## config.mk

```make
export PLATFORM = sky130hd
export DESIGN_NAME = msx_bus_cycle_gen
export DESIGN_NICKNAME = d
export VERILOG_FILES = /design/src/rtl/msx_bus_pkg.sv /design/src/rtl/msx_tstate_timer.sv /design/src/rtl/msx_bus_cycle_gen.sv
export SDC_FILE = /design/constraint.sdc
export NUM_CORES = 1
export LEC_CHECK = 0
export CAP_MARGIN = 40
export CORE_MARGIN = 2
export CORE_UTILIZATION = 45
export CTS_BUF_LIST = sky130_fd_sc_hd__clkbuf_8
export DETAILED_ROUTE_END_ITERATION = 8
export GPL_TIMING_DRIVEN = 0
export PLACE_DENSITY = 0.78
export SLEW_MARGIN = 20
export SYNTH_ARGS = -nofsm -noshare
export SYNTH_HDL_FRONTEND = slang
export SYNTH_HIERARCHICAL = 1
export SYNTH_SLANG_ARGS = --single-unit
export TNS_END_PERCENT = 10
```

## constraint.sdc

```tcl
create_clock -name clk -period 3.1 [get_ports clk]
set_input_delay 0.62 -clock clk [delete_from_list [all_inputs] [get_ports clk]]
set_output_delay 0.62 -clock clk [all_outputs]
set_load 0.05 [all_outputs]
```

## src/rtl/msx_bus_pkg.sv

```systemverilog
// Shared types and constants for the MSX/Z80 bus cycle generator and the
// cartridge-side targets it is used to exercise (CH376 port pair, ROM mapper).
package msx_bus_pkg;

    typedef enum logic [2:0] {
        ST_IDLE = 3'd0,
        ST_T1   = 3'd1,
        ST_T2   = 3'd2,
        ST_TW   = 3'd3,
        ST_T3   = 3'd4
    } bus_state_t;

    // Encoding is {io, write} so a request can be cast directly.
    typedef enum logic [1:0] {
        MEM_RD = 2'b00,
        MEM_WR = 2'b01,
        IO_RD  = 2'b10,
        IO_WR  = 2'b11
    } cycle_t;

    localparam logic [7:0]  CH376_DATA_PORT = 8'h10;
    localparam logic [7:0]  CH376_CMD_PORT  = 8'h11;
    localparam logic [15:0] MAPPER_BANK0    = 16'h5000;
    localparam logic [15:0] MAPPER_BANK1    = 16'h7000;
    localparam logic [15:0] MAPPER_BANK2    = 16'h9000;
    localparam logic [15:0] MAPPER_BANK3    = 16'hB000;
    localparam logic [7:0]  BUS_IDLE_DATA   = 8'hFF;

    function automatic cycle_t cycle_type(input logic io, input logic write);
        return cycle_t'({io, write});
    endfunction

    function automatic logic cycle_is_io(input cycle_t c);
        return (c == IO_RD) || (c == IO_WR);
    endfunction

    function automatic logic cycle_is_write(input cycle_t c);
        return (c == MEM_WR) || (c == IO_WR);
    endfunction

endpackage

```

## src/rtl/msx_tstate_timer.sv

```systemverilog
// Divides clk into Z80 T-states: counts 0..CLK_PER_T-1 and flags the first
// and last clock of each T-state. Held at zero while the bus is idle.
module msx_tstate_timer #(
    parameter int CLK_PER_T = 4
) (
    input  logic clk,
    input  logic reset_n,
    input  logic clear,
    output logic t_first,
    output logic t_last
);

    localparam int CW = $clog2(CLK_PER_T);
    localparam logic [CW-1:0] LAST_TICK = CW'(CLK_PER_T - 1);

    logic [CW-1:0] tick_q;
    logic [CW-1:0] tick_d;

    always_comb begin
        tick_d = tick_q;
        if (clear || (tick_q == LAST_TICK)) begin
            tick_d = '0;
        end else begin
            tick_d = tick_q + 1'b1;
        end
    end

    always_ff @(posedge clk or negedge reset_n) begin
        if (!reset_n) begin
            tick_q <= '0;
        end else begin
            tick_q <= tick_d;
        end
    end

    assign t_first = (tick_q == '0);
    assign t_last  = (tick_q == LAST_TICK);

endmodule

```

## src/rtl/msx_bus_cycle_gen.sv

```systemverilog
// Host-side MSX bus initiator: turns one request into a T1/T2/TW*/T3 memory or
// I/O cycle with registered strobes and returns a single-cycle response.
module msx_bus_cycle_gen
    import msx_bus_pkg::*;
#(
    parameter int CLK_PER_T = 4,
    parameter int IO_WAIT   = 1,
    parameter int MAX_WAIT  = 255
) (
    input  logic        clk,
    input  logic        reset_n,
    input  logic        req_valid,
    output logic        req_ready,
    input  logic        req_io,
    input  logic        req_write,
    input  logic        req_slot,
    input  logic [15:0] req_addr,
    input  logic [7:0]  req_wdata,
    output logic        rsp_valid,
    output logic        rsp_err,
    output logic [7:0]  rsp_rdata,
    output logic [15:0] a,
    output logic [7:0]  d_out,
    output logic        d_oe,
    input  logic [7:0]  d_in,
    output logic        iorq_n,
    output logic        mreq_n,
    output logic        rd_n,
    output logic        wr_n,
    output logic        sltsl_n,
    input  logic        wait_n
);

    localparam int TW_W = (MAX_WAIT < 1) ? 1 : $clog2(MAX_WAIT + 1);
    localparam logic [TW_W-1:0] IO_WAIT_C  = TW_W'(IO_WAIT);
    localparam logic [TW_W-1:0] MAX_WAIT_C = TW_W'(MAX_WAIT);

    bus_state_t      state_q, state_d;
    logic [TW_W-1:0] tw_cnt_q, tw_cnt_d;
    logic            err_q, err_d;
    cycle_t          cyc_q;
    logic            slot_q;

    logic [15:0] a_q;
    logic [7:0]  d_out_q;
    logic        d_oe_q;
    logic        iorq_q, mreq_q, rd_q, wr_q, sltsl_q;
    logic        rsp_valid_q, rsp_err_q;
    logic [7:0]  rsp_rdata_q;

    logic t_first, t_last;
    logic accept, is_io, is_write, need_tw;

    msx_tstate_timer #(
        .CLK_PER_T(CLK_PER_T)
    ) u_timer (
        .clk    (clk),
        .reset_n(reset_n),
        .clear  (state_q == ST_IDLE),
        .t_first(t_first),
        .t_last (t_last)
    );

    // The response cycle itself is not ready, which guarantees an idle gap.
    assign req_ready = (state_q == ST_IDLE) && !rsp_valid_q;
    assign accept    = req_valid && req_ready;
    assign is_io     = cycle_is_io(cyc_q);
    assign is_write  = cycle_is_write(cyc_q);
    assign need_tw   = (is_io && (tw_cnt_q < IO_WAIT_C)) || !wait_n;

    always_comb begin
        state_d  = state_q;
        tw_cnt_d = tw_cnt_q;
        err_d    = err_q;
        case (state_q)
            ST_IDLE: begin
                if (accept) begin
                    state_d  = ST_T1;
                    tw_cnt_d = '0;
                    err_d    = 1'b0;
                end
            end
            ST_T1: begin
                if (t_last) state_d = ST_T2;
            end
            ST_T2, ST_TW: begin
                if (t_last) begin
                    if (!need_tw) begin
                        state_d = ST_T3;
                    end else if (tw_cnt_q == MAX_WAIT_C) begin
                        state_d = ST_T3;
                        err_d   = 1'b1;
                    end else begin
                        state_d  = ST_TW;
                        tw_cnt_d = tw_cnt_q + 1'b1;
                    end
                end
            end
            ST_T3: begin
                if (t_last) state_d = ST_IDLE;
            end
            default: state_d = ST_IDLE;
        endcase
    end

    always_ff @(posedge clk or negedge reset_n) begin
        if (!reset_n) begin
            state_q  <= ST_IDLE;
            tw_cnt_q <= '0;
            err_q    <= 1'b0;
            cyc_q    <= MEM_RD;
            slot_q   <= 1'b0;
        end else begin
            state_q  <= state_d;
            tw_cnt_q <= tw_cnt_d;
            err_q    <= err_d;
            if (accept) begin
                cyc_q  <= cycle_type(req_io, req_write);
                slot_q <= req_slot;
            end
        end
    end

    always_ff @(posedge clk or negedge reset_n) begin
        if (!reset_n) begin
            a_q         <= '0;
            d_out_q     <= '0;
            d_oe_q      <= 1'b0;
            iorq_q      <= 1'b1;
            mreq_q      <= 1'b1;
            rd_q        <= 1'b1;
            wr_q        <= 1'b1;
            sltsl_q     <= 1'b1;
            rsp_valid_q <= 1'b0;
            rsp_err_q   <= 1'b0;
            rsp_rdata_q <= BUS_IDLE_DATA;
        end else begin
            rsp_valid_q <= 1'b0;
            rsp_err_q   <= 1'b0;
            if (accept) begin
                a_q    <= req_io ? {8'h00, req_addr[7:0]} : req_addr;
                d_oe_q <= req_write;
                if (req_write) d_out_q <= req_wdata;
            end
            if ((state_q == ST_T1) && t_last) begin
                mreq_q  <= is_io;
                iorq_q  <= !is_io;
                rd_q    <= is_write;
                wr_q    <= !is_write;
                sltsl_q <= !(!is_io && slot_q);
            end
            if ((state_q == ST_T3) && t_first) begin
                if (err_q) begin
                    rsp_rdata_q <= BUS_IDLE_DATA;
                end else if (!is_write) begin
                    rsp_rdata_q <= d_in;
                end
            end
            // Strobes, data drive and the response all change on IDLE entry.
            if ((state_q == ST_T3) && t_last) begin
                iorq_q      <= 1'b1;
                mreq_q      <= 1'b1;
                rd_q        <= 1'b1;
                wr_q        <= 1'b1;
                sltsl_q     <= 1'b1;
                d_oe_q      <= 1'b0;
                rsp_valid_q <= 1'b1;
                rsp_err_q   <= err_q;
            end
        end
    end

    assign a         = a_q;
    assign d_out     = d_out_q;
    assign d_oe      = d_oe_q;
    assign iorq_n    = iorq_q;
    assign mreq_n    = mreq_q;
    assign rd_n      = rd_q;
    assign wr_n      = wr_q;
    assign sltsl_n   = sltsl_q;
    assign rsp_valid = rsp_valid_q;
    assign rsp_err   = rsp_err_q;
    assign rsp_rdata = rsp_rdata_q;

endmodule
```

==> flow_summary.toml <==
[detailed_routing]
drc = 0
firstDrtPassIters = 4
wl_met1_microns = 2540
drtIter0Drc = 125
wl_met2_microns = 2569
met3_length_microns = 379
postRouteAntennaNets = 0
avgRoutedWirePerCell_microns = 13.47
vias_per_cell = 5.084
vias = 2110
dr.max_layer_used = "met4"
finalWirelength_microns = 5588

[sta]
finalSetupTns_ns = 0
finalCriticalPeriod_ns = 2.772
finalSetupViolCount = 0
fmax_ghz = 0.3608
fin_skew_ns = 0.007976
rsz0062_at_grt = "no"
final.period_utilization = 0.8941
drv_slew = 0
hold_viol_final = 0
relSlewSlack = 0.5381
worstMarginPinSlew_ns = 0.6929

[final_layout]
diodes = 0
synthToLayoutAreaGrowth_pct = 42.78
instances_no_fill = 415
drive_above_1_share = 0.1312
fin_nets = 381

[placed_design]
dp_cells = 399
dpl.hpwl_microns = 3901
port_buffers = 79
gp_congestion = 0.8619

[synth]
yosysWarnings = 6
ys_ff_latch = 57
syn_area_per_cell_sq_um = 10.17
ys_seq_area_frac = 0.5722
synth_cell_types = 45
synth.cell_area_sq_um = 2521
synthCells = 248
synth-async-reset-ratio = 1.000
synth_edf_count = 0
yosys_most_used_dff = "dfrtp_1"
synthesis.nets = 291

[cts]
clock_latency_ns = 0.34
postCtsSetupBuffers = 0
root_buffer = "clkbuf_8"
clkSinkCount = 57
cts.path.max_buffers = 2
path_clk_slew_ns = 0.06
cts_htree_levels = 3
cts-hold-fix-buffers = 0
numCtsBuffers = 9
cts_resized = 0
cts_tree = "built"

[floorplan]
initial_core_util = 0.4607
io-pin-count = 80
die_h_microns = 78.85
row_count = 27
core_sq_um = 5473
die_area_sq_um = 6217
die_x_microns = 78.85

[critical_path]
worstPathCellList = "buf_2 -> nor4_2 -> clkdlybuf4s50_1"
slowest_delay_ns = 0.88
endpoint_kind = "primary output"
cp-start-kind = "register"
crit_family = "buffers and inverters"
crit_slowest_cell = "clkdlybuf4s50_1"
worst-path-stages = 3
cp.buffers_inverters = 2
critPathKind = "reg2out"
reg2reg_depth = 6
critPathArrivalTime_ns = 2.15
crit_required_ns = 2.48
critPathMaxFanout = 10

[global_route]
grt_overflow = 0
grt_pass1_wl_microns = 9604
grt_usage = 0.1989
antenna_found_initial = 0
first_global_vias = 2088
grt_max_degree = 58

[min_path]
hold_class = "in2async"

[power_and_ir_drop]
ir_worst_vdd_mv = 0.7102
power_density_nw_per_um2 = 1072
power_leakage_nw = 1.605

[job]
drv_cap = 0

[status]
status = "completed"
-- metrics by stage --
stage	total power, mW	setup slack, ns	cell area (sq um)	util	hold slack (ns)
floorplan	2.536	0.6102	2521	-	0.3244
global placement	3.139	-0.3415	3402	0.6216	0.4162
detailed placement	3.183	0.6743	3400	0.6212	0.4201
CTS	3.889	0.3069	3600	0.6578	0.3486
global route	4.078	0.2444	3600	0.6578	0.3873
finish	3.858	0.3284	3600	0.6578	0.3309
-- cell type report --
class | count | area (sq um)
Timing Repair Buffer | 79 | 788.3
Fill cell | 460 | 1873
Sequential cell | 57 | 1443
Inverter | 5 | 18.77
Buffer | 12 | 48.80
Clock buffer | 11 | 151.4
Multi-Input combinational cell | 174 | 1011
Tap cell | 72 | 90.09
Clock inverter | 5 | 48.80
-- placed cells by master (no fill, tap or decap), types with 6 or more instances in the layout --
| cell type | count |
|---|---|
| a21oi_1 | 8 |
| dfstp_2 | 13 |
| nor2_1 | 18 |
| o21ai_0 | 18 |
| nand2b_1 | 11 |
| clkbuf_8 | 11 |
| nand2_1 | 58 |
| inv_1 | 8 |
| a31oi_1 | 6 |
| clkbuf_1 | 9 |
| dfrtp_1 | 44 |
| mux2_2 | 8 |
| clkdlybuf4s50_1 | 78 |
-- state kept, by name, indices dropped and copies added (netlist names) --
register / cells
rsp_valid: 1
tw_cnt_q: 8
wr_n: 1
u_timer/tick_q: 2
sltsl_n: 1
a: 16
d_out: 8
iorq_n: 1
rd_n: 1
state_q: 3
mreq_n: 1
d_oe: 1
err_q: 1
rsp_err: 1
slot_q: 1
cyc_q: 2
rsp_rdata: 8
-- worst paths after layout --
| path | startpoint | endpoint | slack [ns] |
|---|---|---|---|
| max | state_q[2] | req_ready | 0.33 |
| min | reset_n | rsp_err | 0.33 |
| max reg2reg | u_timer/tick_q[0] | tw_cnt_q[5] | 0.90 |
| min reg2reg | slot_q | sltsl_n | 0.42 |
| max in group asynchronous | reset_n | tw_cnt_q[0] | 2.31 |
| min in group clk | slot_q | sltsl_n | 0.42 |
-- metal layers --
metal,vias to the layer above,GRT usage
met3,9,0.05227
met4,0,0.09310
met5,-,0
met2,72,0.3162
li1,1033,-
met1,996,0.2555
-- cells in the mapped netlist, types with 2 or more instances --
library cell / n / area [sq um]
nor3b_1: 2 / 15.01
nand4_1: 3 / 18.77
o21ai_0: 18 / 90.09
and4_1: 2 / 17.52
nand3_1: 4 / 20.02
nor2_1: 18 / 67.56
a31oi_1: 6 / 37.54
mux2_2: 8 / 90.09
clkbuf_1: 9 / 33.78
dfstp_2: 13 / 341.6
dfrtp_1: 44 / 1101
a21oi_1: 8 / 40.04
nor3b_2: 2 / 25.02
ha_1: 4 / 50.05
nand2_1: 58 / 217.7
nand2b_1: 11 / 68.82
mux2i_1: 4 / 40.04
buf_2: 3 / 15.01
inv_1: 5 / 18.77
-- where the power goes --
part,internal [mW],leakage (nW),switching (mW)
clock network,0.406,0.109,0.286
registers,1.07,0.699,0.169
logic,0.670,0.797,1.26
total,2.15,1.61,1.71
-- cell families after synthesis --
group,after synthesis,share of synthesized area
AOI/OAI and AO/OA,41,0.09728
adders and majority gates,4,0.01985
muxes,12,0.05161
DFF,57,0.5722
and+or+nand+nor,116,0.2288
buffers and inverters,17,0.02680
xor gates and xnor gates,1,0.003475
Power figures use the tool's default switching activity.
==> edit 1 (config.mk and constraints unchanged) <==
`CLK_PER_T` is set to 4 in 2 places; all go to 8.
--- a/src/rtl/msx_tstate_timer.sv
+++ b/src/rtl/msx_tstate_timer.sv
@@ -1,7 +1,7 @@
 // Divides clk into Z80 T-states: counts 0..CLK_PER_T-1 and flags the first
 // and last clock of each T-state. Held at zero while the bus is idle.
 module msx_tstate_timer #(
-    parameter int CLK_PER_T = 4
+    parameter int CLK_PER_T = 8
 ) (
     input  logic clk,
     input  logic reset_n,
--- a/src/rtl/msx_bus_cycle_gen.sv
+++ b/src/rtl/msx_bus_cycle_gen.sv
@@ -3,7 +3,7 @@
 module msx_bus_cycle_gen
     import msx_bus_pkg::*;
 #(
-    parameter int CLK_PER_T = 4,
+    parameter int CLK_PER_T = 8,
     parameter int IO_WAIT   = 1,
     parameter int MAX_WAIT  = 255
 ) (
Formal check against the unedited RTL: not equivalent (a bounded check fails within 10 cycles, from zero or initial values and one cycle with reset_n low).
==> edit 1 against the unedited design <==
  * Synthesized cell count increased by 1.6%
  * Design area increased by 1.4%
  * Critical path depth unchanged
  * Power decreased by 9.1%
  * Wire length decreased by 1.3%
  * Global-route usage decreased by 0.59 points
  * Utilization increased by 0.53 points
  * Clock power decreased by 10%
  * Worst hold slack got worse by 62 ps
  * Sequential cell count increased by 1
  * Sequential share of layout area increased by 0.12 points
  * Worst setup slack got worse by 58 ps
  * Area after synthesis increased by 1.6%
  * Critical endpoint unchanged
==> edit 1: results <==
[timing]
maxSlewHeadroom_pct = 59.76
skew_ps = 4.474

[critical_path]
arrival_ps = 2210
r2r_cells = 7
rrSetupSlack_ps = 780

[run_status]
status = "finished clean"

[yosys]
yosys.area_share.xor_xnor_pct = 0.3418
synth_commonest_cells = "58 x nand2_1, 45 x dfrtp_1, 18 x nor2_1, 18 x o21ai_0, 13 x dfstp_2"
yosys.area_share.adder_pct = 2.441
syn_nets = 296
synth.distinct_cells = 44

[power]
leakagePower_nw = 1.640
power_switching_w = 0.001519
peakVddDrop_uv = 655.8

[place]
globalplace.congestion = 0.8200
dpl.hpwl_um = 3920

[global_routing]
track_usage_pct = 19.30
grt_pass1_vias = 2022
met1_usage_pct = 26.34
globalRouteMet2Util_pct = 29.08
grt_pass1_wl_um = 9363
grt_max_degree = 59

[routing]
dr_wl_met2_um = 2556
wl_met1_um = 2596
routed_via_density = 5.038
drt-initial-drc-count = 117

[clock_tree]
clk_latency_ps = 320
max-clock-path-buffers = 2

[layout]
nets = 387
## edit 1: logic make-up (layout without fill, tap and decap cells)
family | count (synthesis) | count (layout)
DFF | 58 | 58
and+or+nand+nor | 118 | 118
adders and majority gates | 5 | 5
buffers and inverters | 17 | 113
muxes | 12 | 12
AOI/OAI and AO/OA | 41 | 41
xor gates and xnor gates | 1 | 1
## edit 1: layout make-up
class | count | area (µm²)
Tap cell | 72 | 90.09
Sequential cell | 58 | 1468
Clock inverter | 4 | 17.52
Clock buffer | 12 | 165.2
Inverter | 5 | 18.77
Fill cell | 458 | 1856
Multi-Input combinational cell | 177 | 1027
Timing Repair Buffer | 80 | 815.8
Buffer | 12 | 48.80
## edit 1: worst min path at each step
stage | cells after the start | end | slack (ps) | startpoint
4_1_cts | 2 | tw_cnt_q[6] | 280 | reset_n
3_5_place_dp | 1 | sltsl_n | 430 | slot_q
3_3_place_gp | 1 | sltsl_n | 410 | slot_q
2_1_floorplan | 0 | a[0] | 320 | reset_n
5_1_grt | 2 | d_out[5] | 290 | reset_n
6_report | 2 | a[10] | 270 | reset_n
## edit 1: through the flow
stage | std cells | setup WS [ps] | cell area [µm²] | setup TNS, ps
2_1_floorplan | 252 | 610.2 | 2562 | 0
3_3_place_gp | 403 | -409.3 | 3443 | -18310
3_5_place_dp | 404 | 637.6 | 3468 | 0
4_1_cts | 420 | 281.2 | 3651 | 0
5_1_grt | 420 | 163.6 | 3651 | 0
6_report | 420 | 270.3 | 3651 | 0
## edit 1: power by group through the flow
stage	combinational (W)	clock [W]	sequential, W
floorplan	0.000447	0	0.00187
global placement	0.00166	0	0.00119
detailed placement	0.00170	0	0.00121
CTS	0.00170	0.000639	0.00120
global route	0.00181	0.000679	0.00123
finish	0.00169	0.000623	0.00120
==> edit 2 (same flow settings) <==
Made on the original files. Re-encode `bus_state_t` (5 states) as one-hot, 5 bits wide.
--- a/src/rtl/msx_bus_pkg.sv
+++ b/src/rtl/msx_bus_pkg.sv
@@ -2,12 +2,12 @@
 // cartridge-side targets it is used to exercise (CH376 port pair, ROM mapper).
 package msx_bus_pkg;
 
-    typedef enum logic [2:0] {
-        ST_IDLE = 3'd0,
-        ST_T1   = 3'd1,
-        ST_T2   = 3'd2,
-        ST_TW   = 3'd3,
-        ST_T3   = 3'd4
+    typedef enum logic [4:0] {
+        ST_IDLE = 5'b00001,
+        ST_T1   = 5'b00010,
+        ST_T2   = 5'b00100,
+        ST_TW   = 5'b01000,
+        ST_T3   = 5'b10000
     } bus_state_t;
 
     // Encoding is {io, write} so a request can be cast directly.
Behaviour: same outputs for any inputs over 10 cycles, from zero or initial values and one cycle with reset_n low; not proved beyond that.
==> edit 2 against the unedited design <==
  * Sequential cell count up 2
  * Power fell by 7.2%
  * Design area up 5.7%
  * Area after synthesis increased by 6.4%
  * Worst setup slack worse by 100 ps
  * Register-to-register slack worse by 220 ps
  * Wire length is 9.4% higher
  * Critical path depth up 2
  * Cell count increased by 5.3%
  * Critical path type unchanged
  * Critical endpoint unchanged
  * Largest cell class unchanged
==> edit 2: results <==
[run_status]
status = "finished clean"

[critical_path]
rrSetupSlack_ps = 680
arrival_ps = 2250
timing.rr.end = "tw_cnt_q[7]"

[global_routing]
grt_max_degree = 59
grt_pass1_wl_um = 10210
track_usage_pct = 20.62

[yosys]
syn_nets = 309
synth.distinct_cells = 43
synth_compound_area_share_pct = 9.426
seq_area_frac_synth_pct = 55.72
synth_area_leaders = "dfrtp_1 42%, dfstp_2 14%, nand2_1 7.7%"
yosys.area_share.xor_xnor_pct = 0.6533

[layout]
nFillCells = 480
diodes = 0
nets = 400
drive_gt1_share_pct = 12.71

[routing]
drt_wl_total_um = 6111
drt-initial-drc-count = 97

[power]
peakVddDrop_uv = 555.7
leakagePower_nw = 1.658

[clock_tree]
cts_resized = 1

[place]
globalplace.congestion = 0.8712
dpl.hpwl_um = 4350

[timing]
worst_pin_slew_ps = 679.3
[edit 2: logic make-up (layout without fill, tap and decap cells)]
family	after synthesis	after routing
fa+ha+maj	4	4
flops	59	59
xor+xnor	2	2
compound gates	43	43
mux	13	13
simple gates	123	123
buf+inv	22	118
[edit 2: power by group]
part / internal (W) / leakage, nW / switching [W] / total (W)
logic: 0.000564 / 0.820 / 0.00110 / 0.00167
clock network: 0.000450 / 0.109 / 0.000315 / 0.000766
registers: 0.00102 / 0.729 / 0.000123 / 0.00114
[edit 2: how the worst max path moves through the flow]
stage                         to       start  slack (ps)
2_1_floorplan          req_ready  state_q[3]         670
3_3_place_gp   u_timer/tick_q[0]     reset_n        -430
3_5_place_dp           req_ready  state_q[3]         280
4_1_cts                req_ready  state_q[3]         190
5_1_grt                req_ready  state_q[3]          50
6_report               req_ready  state_q[3]         230
[edit 2: critical path, stage by stage, from the launching register on]
cell and delay (ps):
dfrtp_1 370, clkbuf_1 220, nor3_1 370, and2_1 290
nor2b_1 140, dlygate4sd2_1 530
[edit 2: per-layer routing]
metal / GRT usage, % / part of all wire (%) / vias up
li1: - / - / 1090
met1: 27.34 / 46 / 1076
met2: 30.91 / 47 / 62
met3: 6.556 / 5.6 / 10
met4: 9.322 / 1.8 / 0
met5: 0 / 0 / -
[edit 2: layout make-up]
type                            instances  area [µm²]  area share [%]
Sequential cell                        59        1494           39.26
Multi-Input combinational cell        185        1089           28.61
Timing Repair Buffer                   80       814.5           21.41
Clock buffer                            9       123.9           3.256
Tap cell                               75       93.84           2.466
Clock inverter                          7       91.34           2.401
Buffer                                 15       72.57           1.907
Inverter                                7       26.28          0.6906
[edit 2: metrics by stage]
stage | hold slack [ps] | util [%] | std cells | total power, W | TNS [ps]
global route | 48.33 | 65.03 | 437 | 0.003765 | 0
finish | 63.55 | 65.03 | 437 | 0.003579 | 0
detailed placement | 408.5 | 61.38 | 421 | 0.002837 | 0
floorplan | 324.4 | - | 266 | 0.002246 | 0
global placement | 390.9 | 60.95 | 420 | 0.002804 | -19010
CTS | 50.82 | 65.03 | 437 | 0.003604 | 0
